$ cat src/rtl/hilo_pkg.sv
// Shared op encoding and FSM state encoding for the HI/LO register unit.
package hilo_pkg;

  localparam int unsigned OP_W = 3;

  localparam logic [OP_W-1:0] OP_NOP     = 3'd0;
  localparam logic [OP_W-1:0] OP_WR_BOTH = 3'd1;
  localparam logic [OP_W-1:0] OP_WR_HI   = 3'd2;
  localparam logic [OP_W-1:0] OP_WR_LO   = 3'd3;
  localparam logic [OP_W-1:0] OP_MADD    = 3'd4;
  localparam logic [OP_W-1:0] OP_MSUB    = 3'd5;

  typedef enum logic {
    S_IDLE   = 1'b0,
    S_ACC_HI = 1'b1
  } state_t;

endpackage

$ cat src/rtl/hilo_addsub.sv
// W-bit add/subtract with carry/borrow in and out; only built when HILO_ACC_EN is defined.
`ifdef HILO_ACC_EN
module hilo_addsub #(
  parameter int unsigned W = 32
) (
  input  logic [W-1:0] a,
  input  logic [W-1:0] b,
  input  logic         sub,
  input  logic         cin,
  output logic [W-1:0] y_c,
  output logic         cout_c
);

  logic [W:0] sum;

  // In subtract mode cin is a borrow-in and the top bit is the borrow-out.
  always_comb begin
    if (sub) sum = {1'b0, a} - {1'b0, b} - (W+1)'(cin);
    else     sum = {1'b0, a} + {1'b0, b} + (W+1)'(cin);
  end

  assign y_c    = sum[W-1:0];
  assign cout_c = sum[W];

endmodule
`endif

$ cat src/rtl/hilo_unit.sv
// HI/LO register pair with direct writes and optional two-cycle multiply-accumulate style add/sub.
// Macro HILO_ACC_EN enables MADD/MSUB; without it those op codes are NOPs and busy is tied low.
module hilo_unit
  import hilo_pkg::*;
#(
  parameter int unsigned W = 32
) (
  input  logic            clk,
  input  logic            rst,
  input  logic            in_valid,
  input  logic [OP_W-1:0] op,
  input  logic [W-1:0]    hi_in,
  input  logic [W-1:0]    lo_in,
  output logic            busy,
  output logic            done,
  output logic [W-1:0]    hilo_hi,
  output logic [W-1:0]    hilo_lo
);

`ifdef HILO_ACC_EN

  state_t         state;
  logic           carry;
  logic           sub_q;
  logic [W-1:0]   hi_in_reg;
  logic [W-1:0]   add_a;
  logic [W-1:0]   add_b;
  logic [W-1:0]   add_y;
  logic           add_sub;
  logic           add_cin;
  logic           add_cout;

  // One adder serves both halves: LO in IDLE, HI (with saved carry) in ACC_HI.
  always_comb begin
    add_a   = hilo_lo;
    add_b   = lo_in;
    add_sub = (op == OP_MSUB);
    add_cin = 1'b0;
    if (state == S_ACC_HI) begin
      add_a   = hilo_hi;
      add_b   = hi_in_reg;
      add_sub = sub_q;
      add_cin = carry;
    end
  end

  hilo_addsub #(.W(W)) u_addsub (
    .a      (add_a),
    .b      (add_b),
    .sub    (add_sub),
    .cin    (add_cin),
    .y_c    (add_y),
    .cout_c (add_cout)
  );

  always_ff @(posedge clk) begin
    if (!rst) begin
      state     <= S_IDLE;
      busy      <= 1'b0;
      done      <= 1'b0;
      carry     <= 1'b0;
      sub_q     <= 1'b0;
      hi_in_reg <= '0;
      hilo_hi   <= '0;
      hilo_lo   <= '0;
    end else begin
      done <= 1'b0;
      case (state)
        S_IDLE: begin
          if (in_valid) begin
            case (op)
              OP_WR_BOTH: begin
                hilo_hi <= hi_in;
                hilo_lo <= lo_in;
                done    <= 1'b1;
              end
              OP_WR_HI: begin
                hilo_hi <= hi_in;
                done    <= 1'b1;
              end
              OP_WR_LO: begin
                hilo_lo <= lo_in;
                done    <= 1'b1;
              end
              OP_MADD, OP_MSUB: begin
                hilo_lo   <= add_y;
                carry     <= add_cout;
                sub_q     <= (op == OP_MSUB);
                hi_in_reg <= hi_in;
                state     <= S_ACC_HI;
                busy      <= 1'b1;
              end
              default: ;
            endcase
          end
        end
        S_ACC_HI: begin
          hilo_hi <= add_y;
          state   <= S_IDLE;
          busy    <= 1'b0;
          done    <= 1'b1;
        end
        default: begin
          state <= S_IDLE;
          busy  <= 1'b0;
        end
      endcase
    end
  end

`else

  assign busy = 1'b0;

  always_ff @(posedge clk) begin
    if (!rst) begin
      done    <= 1'b0;
      hilo_hi <= '0;
      hilo_lo <= '0;
    end else begin
      done <= 1'b0;
      if (in_valid) begin
        case (op)
          OP_WR_BOTH: begin
            hilo_hi <= hi_in;
            hilo_lo <= lo_in;
            done    <= 1'b1;
          end
          OP_WR_HI: begin
            hilo_hi <= hi_in;
            done    <= 1'b1;
          end
          OP_WR_LO: begin
            hilo_lo <= lo_in;
            done    <= 1'b1;
          end
          default: ;
        endcase
      end
    end
  end

`endif

endmodule

$ cat config.mk
export PLATFORM = sky130hd
export DESIGN_NAME = hilo_unit
export DESIGN_NICKNAME = d
export VERILOG_FILES = /design/src/rtl/hilo_pkg.sv /design/src/rtl/hilo_addsub.sv /design/src/rtl/hilo_unit.sv
export SDC_FILE = /design/constraint.sdc
export NUM_CORES = 1
export LEC_CHECK = 0
export CAP_MARGIN = 20
export CORE_ASPECT_RATIO = 0.75
export CORE_MARGIN = 2
export CORE_UTILIZATION = 39
export DETAILED_ROUTE_END_ITERATION = 16
export GPL_ROUTABILITY_DRIVEN = 0
export PLACE_DENSITY = 0.8
export SYNTH_ARGS = -nofsm -noshare
export SYNTH_HDL_FRONTEND = slang
export SYNTH_SLANG_ARGS = --single-unit
$ cat constraint.sdc
create_clock -name clk -period 1.1 [get_ports clk]
set_input_delay 0.11 -clock clk [delete_from_list [all_inputs] [get_ports clk]]
set_output_delay 0.11 -clock clk [all_outputs]
set_load 0.03 [all_outputs]
==> summary.md, run 1 <==
| Metric | Value |
|---|---|
| Die area | `0.00725 sq mm` |
| CP Data Required Time | `0.99 ns` |
| Final setup fails | `0` |
| CP arrival | `0.95 ns` |
| Final hold violation count | `0` |
| Yosys reg bits | `65` |
| CTS Hold Bufs | `0` |
| CP Max Fanout | `2` |
| Sequential Power Share | `49.3%` |
| H-tree depth | `3` |
| Syn avg cell area | `8.94 sq um` |
| Nets | `491` |
| Vias in the first global route | `2260` |
| Clock Skew | `0 ns` |
| RSZ-0062 raised after global routing | `no` |
| Row count | `25` |
| Fraction of registers with async set/reset | `0%` |
| Clock power frac | `32.4%` |
| Number of synthesized flops with an enable pin | `0` |
| Avg WL per Cell | `12.9 um` |
| Syn. warnings | `0` |
| WL final | `6.54 mm` |
| Post-route DRC | `0` |
| Slew Limit Fails | `0` |
| CTS tree | `done` |
| Register area share after synthesis | `50.7%` |
| CTS Buffer Depth | `2` |
| Clock root buffer master | `clkbuf_8` |
| Most frequent cells in the layout | `nand2_1 (128), dfxtp_1 (65), clkdlybuf4s50_1 (64)` |
| Layout cells sized above 1 | `22.5%` |
| Initial Util | `40.6%` |
| Clock sinks | `65` |
| Port Buf Inserts | `134` |
| P_int | `0.00373 W` |
| Via count | `2324` |
| Hold WC Path Type | `input port to register` |
| Antenna violations before repair | `0` |
| Drt first pass iters | `4` |
| Outcome | `finished, final reports clean` |
| I/O pin count | `136` |
| Worst-Skew Late Latency | `0.33 ns` |
| Die height | `74.3 um` |
| Overall routing resource usage | `18.4%` |
| Largest net degree at the start of global routing | `39` |
| Primary FF master, synth | `dfxtp_1` |
| DP Area | `0.00383 sq mm` |
| Final core utilization | `64.2%` |
| Setup TNS | `0 ns` |
| Combinational power share | `18.3%` |
| CTS Buf Count | `9` |
| Synthesized area | `0.00257 sq mm` |
| CTS clk-pin slew, worst paths | `0.06 ns` |
| Max-capacitance violation count | `0` |
| First-pass GRT wire length | `10.5 mm` |
| Worst Path Buf+Inv | `1` |
| Crit end category | `primary output` |
| Cell count after synthesis | `287` |
| Die width | `97.7 um` |
| P per Cell Area | `1240 mW/mm^2` |
| Switching Share | `26.0%` |
| Leak | `1.68 nW` |
| Switch Pwr | `0.00131 W` |
| CP Class | `register to primary output` |
| Total global routing overflow | `0` |
| Post-layout min period | `1.06 ns` |
| Max rail drop VDD | `885 uV` |
| Critical Path, Cell by Cell | `clkdlybuf4s15_2` |
| Max stage delay on crit path | `0.33 ns` |
| HPWL after DPL | `4.53 mm` |
| Commonest non-fill, non-tap cell in the layout | `nand2_1` |
| Starting DRC count in detailed routing | `36` |
| Number of diodes | `0` |
| P&R area growth vs syn | `58.2%` |
| Post-route cell area | `0.00406 sq mm` |
| Yosys cell types | `17` |
| Period Utilization, post-route | `96.0%` |
| Max Fclk | `0.947 GHz` |
| Vias per Instance | `4.58` |
| CP max-delay cell | `dfxtp_1` |
| Startpoint class of the critical path | `register` |
| Syn nets | `357` |
| Crit-path leading delay family | `flip-flops` |
| Final ANT Viol Nets | `0` |
| Core footprint | `0.00632 sq mm` |
==> worst paths after layout <==
check / start / slack, ns / endpoint / cells past startpoint
max: hilo_hi[31]$_SDFFE_PN0P_ / 0.04 / hilo_hi[31] / 1
min: rst / 0.13 / done$_SDFF_PN0_ / 2
max reg2reg: hilo_lo[10]$_SDFFE_PN0P_ / 0.43 / hilo_lo[10]$_SDFFE_PN0P_ / 2
min reg2reg: hilo_lo[5]$_SDFFE_PN0P_ / 0.45 / hilo_lo[5]$_SDFFE_PN0P_ / 2
==> state kept, by name, summed over array words and instances, names as in the netlist <==
| name | count |
|---|---|
| hilo_lo | 32 |
| done | 1 |
| hilo_hi | 32 |
==> Yosys cell counts, drive strengths merged, types with 9 or more instances <==
cell type | count | share of area [%]
dfxtp | 65 | 51
buf | 14 | 5.2
mux2i | 32 | 12
a21boi | 32 | 9.4
clkbuf | 9 | 1.3
nand2 | 128 | 19
==> routing by layer <==
| layer | routed length, um | GRT usage, % | part of all wire [%] |
|---|---|---|---|
| met1 | 2880 | 21.2 | 44 |
| met2 | 2970 | 30.6 | 45 |
| met3 | 556 | 8.46 | 8.5 |
| met4 | 126 | 7.10 | 1.9 |
| met5 | 0 | 0 | 0 |
==> layout make-up <==
cell class,instances,area [sq um]
Fill cell,529,2260
Timing Repair Buffer,146,1390
Sequential cell,65,1300
Multi-Input combinational cell,199,1110
Clock buffer,12,135
Tap cell,81,101
Clock inverter,4,20.0
==> per-stage QoR <==
stage | setup WS (ns) | total power [W] | std cells | hold slack, ns
after floorplan | 0.184 | 0.00298 | 287 | 0.186
after global placement | -0.396 | 0.00341 | 487 | 0.441
after detailed placement | -0.439 | 0.00343 | 487 | 0.450
after CTS | 0.00494 | 0.00512 | 506 | 0.119
after global routing | 0.0111 | 0.00528 | 507 | 0.127
final | 0.0440 | 0.00505 | 507 | 0.131
==> logic make-up after synthesis <==
family / share of synthesized area, %
simple gates: 20.4
mux: 12.5
flops: 50.7
compound gates: 9.36
buf+inv: 6.53
other cells: 0.146
xor+xnor: 0.341
==> power by group through the flow <==
| stage | Combinational (W) | Sequential (W) | Clock (W) |
|---|---|---|---|
| 5_1_grt | 0.000988 | 0.00250 | 0.00180 |
| 3_5_place_dp | 0.000888 | 0.00254 | 0 |
| 2_1_floorplan | 0.000271 | 0.00271 | 0 |
| 3_3_place_gp | 0.000876 | 0.00254 | 0 |
| 6_report | 0.000924 | 0.00249 | 0.00163 |
| 4_1_cts | 0.000929 | 0.00249 | 0.00170 |
==> timing repair <==
item | 4_1_cts | 5_1_grt
pin swaps | 1 | 2
endpoints found under the setup margin | 39 | 16
gates resized for setup | 27 | 13
gates cloned | 2 | 0
buffers inserted | 1 | 1
Note: power is estimated with default switching activity, not from simulation.
==> run 2, diff against run 1 <==
- CORE_UTILIZATION: 39 -> 40
- CTS_BUF_LIST: default -> sky130_fd_sc_hd__clkbuf_8
- PLACE_DENSITY: 0.8 -> 0.82
==> summary.md, run 2 (synthesis results as in run 1) <==
| Metric | Value |
|---|---|
| Outcome | `finished, final reports clean` |
| CTS Buf Count | `9 (unchanged)` |
| Top Registers | `hilo_hi (32), hilo_lo (32), done (1)` |
| Nets | `491 (unchanged)` |
| CTS clk-pin slew, worst paths | `0.07 ns (about the same)` |
| Hold depth | `2 (unchanged)` |
| Final hold slack | `0.123 ns (-0.00759 ns)` |
| Startpoint class of the critical path | `register` |
| CP Data Required Time | `0.99 ns (about the same)` |
| Leak | `1.71 nW (+1.9%)` |
| Max stage delay on crit path | `0.33 ns (about the same)` |
| Switching Share | `23.4% (-2.6 points)` |
| Layout cells sized above 1 | `23.0% (+0.47 points)` |
| Clock sinks | `65 (unchanged)` |
| Vias per Instance | `4.56 (-0.56%)` |
| Commonest non-fill, non-tap cell in the layout | `nand2_1` |
| CTS Buffer Depth | `2 (unchanged)` |
| Starting DRC count in detailed routing | `70 (+94%)` |
| Fill cells | `511 (-3.4%)` |
| Row count | `25 (unchanged)` |
| Final core utilization | `65.9% (+1.6 points)` |
| Most frequent cells in the layout | `nand2_1 (128), dfxtp_1 (65), clkdlybuf4s50_1 (64)` |
| H-tree depth | `3 (unchanged)` |
| Number of diodes | `0 (unchanged)` |
| CP Class | `register to primary output` |
| CTS tree | `done` |
| Max Fclk | `0.946 GHz (about the same)` |
| CP max-delay cell | `dfxtp_1` |
| HPWL after DPL | `4.48 mm (-1.1%)` |
| Max-capacitance violation count | `0 (unchanged)` |
| Period Utilization, post-route | `96.1% (about the same)` |
| RSZ-0062 raised after global routing | `no` |
| P_int | `0.00447 W (+20%)` |
| Die height | `73.4 um (-1.2%)` |
| Area of the multi-input gates | `0.00111 sq mm (+0.34%)` |
| Critical Path, Cell by Cell | `clkdlybuf4s18_2` |
| CP arrival | `0.95 ns (about the same)` |
| Clock power frac | `41.9% (+9.5 points)` |
| Post-layout min period | `1.06 ns (+0.000890 ns)` |
| Final ANT Viol Nets | `0 (unchanged)` |
| Largest net degree at the start of global routing | `62 (+59%)` |
| Initial Util | `41.0% (+0.41 points)` |
| Crit-path leading delay family | `flip-flops` |
| Final worst setup slack | `0.0432 ns (-0.000890 ns)` |
| P per Cell Area | `1420 mW/mm^2 (+14%)` |
| Tot Pwr | `0.00584 W (+16%)` |
| CP Max Fanout | `2 (unchanged)` |
| WP depth | `1 (unchanged)` |
| Register area | `0.00130 sq mm (unchanged)` |
| Overall routing resource usage | `18.3% (-0.089 points)` |
| Crit end category | `primary output` |
| Max rail drop VDD | `967 uV (+9.3%)` |
| Drt first pass iters | `4 (unchanged)` |
| Worst-Skew Late Latency | `0.32 ns (about the same)` |
| Port Buf Inserts | `134 (unchanged)` |
| Die width | `96.5 um (-1.2%)` |
| Post-route DRC | `0 (unchanged)` |
| Slew Limit Fails | `0 (unchanged)` |
| Avg WL per Cell | `12.9 um (-0.28%)` |
| Total global routing overflow | `0 (unchanged)` |
| Core footprint | `0.00626 sq mm (-0.99%)` |
| WL final | `6.52 mm (-0.28%)` |
| Via count | `2311 (-0.56%)` |
| Clock Skew | `0 ns (unchanged)` |
| Final hold violation count | `0 (unchanged)` |
| Final setup fails | `0 (unchanged)` |
| First-pass GRT wire length | `9.92 mm (-5.6%)` |
| Die area | `0.00708 sq mm (-2.4%)` |
| Reg2reg setup slack | `0.45 ns (+0.02 ns)` |
| I/O pin count | `136 (unchanged)` |
| Hold WC Path Type | `input port to register` |
| Sequential Power Share | `42.6% (-6.7 points)` |
| Worst Path Buf+Inv | `1 (unchanged)` |
| R2R depth | `2 (unchanged)` |
| Setup TNS | `0 ns (unchanged)` |
| Switch Pwr | `0.00137 W (+4.1%)` |
| Combinational power share | `15.5% (-2.8 points)` |
| Clock root buffer master | `clkbuf_8` |
| Antenna violations before repair | `0 (unchanged)` |
| Vias in the first global route | `2168 (-4.1%)` |
| Pre-CTS setup slack | `-0.489 ns (-0.0497 ns)` |
| P&R area growth vs syn | `60.6%` |
-- run 2: path summary, 6_finish.rpt --
path | startpoint | endpoint
min | rst | done$_SDFF_PN0_
max reg2reg | hilo_lo[23]$_SDFFE_PN0P_ | hilo_lo[23]$_SDFFE_PN0P_
max | hilo_lo[9]$_SDFFE_PN0P_ | hilo_lo[9]
min reg2reg | hilo_lo[20]$_SDFFE_PN0P_ | hilo_lo[20]$_SDFFE_PN0P_
-- run 2: layer usage --
metal / up-vias / track usage, % / routed length, um / part of all wire, %
li1: 1183 / - / - / -
met1: 1037 / 22.0 / 2880 / 44
met2: 83 / 30.1 / 3050 / 47
met3: 8 / 6.67 / 507 / 7.8
met4: 0 / 6.73 / 74 / 1.1
met5: - / 0 / 0 / 0
-- run 2: stage by stage --
stage | std cells | cell area (sq um)
after CTS | 506 | 4150
after floorplan | 287 | 2570
after global routing | 507 | 4120
after global placement | 486 | 3810
final | 507 | 4120
after detailed placement | 486 | 3810
-- run 2: power by group through the flow --
stage                     Clock, W  Sequential [W]  Combinational (W)
final                      0.00244         0.00249           0.000908
after global routing       0.00260         0.00250           0.000968
after CTS                  0.00251         0.00249           0.000914
after detailed placement         0         0.00254           0.000877
after global placement           0         0.00254           0.000864
after floorplan                  0         0.00271           0.000271
-- run 2: what timing repair did --
action / CTS / global route
gates resized for setup: 33 / 18
pin swaps: 1 / 2
hold buffers: 0 / 0
gates cloned: 2 / 0
setup buffers: 2 / 1
endpoints found under the setup margin: 40 / 17
-- run 2: final cells by class --
cell class	instances	share of cell area (%)
Multi-Input combinational cell	199	27.0
Clock buffer	10	3.34
Sequential cell	65	31.6
Tap cell	81	2.46
Timing Repair Buffer	146	33.0
Clock inverter	6	2.58
==> run 3, diff against run 2 <==
- ABC_AREA: default -> 0
==> results of run 3 <==
The final DEF is identical to that of run 2; final timing and power are the same.
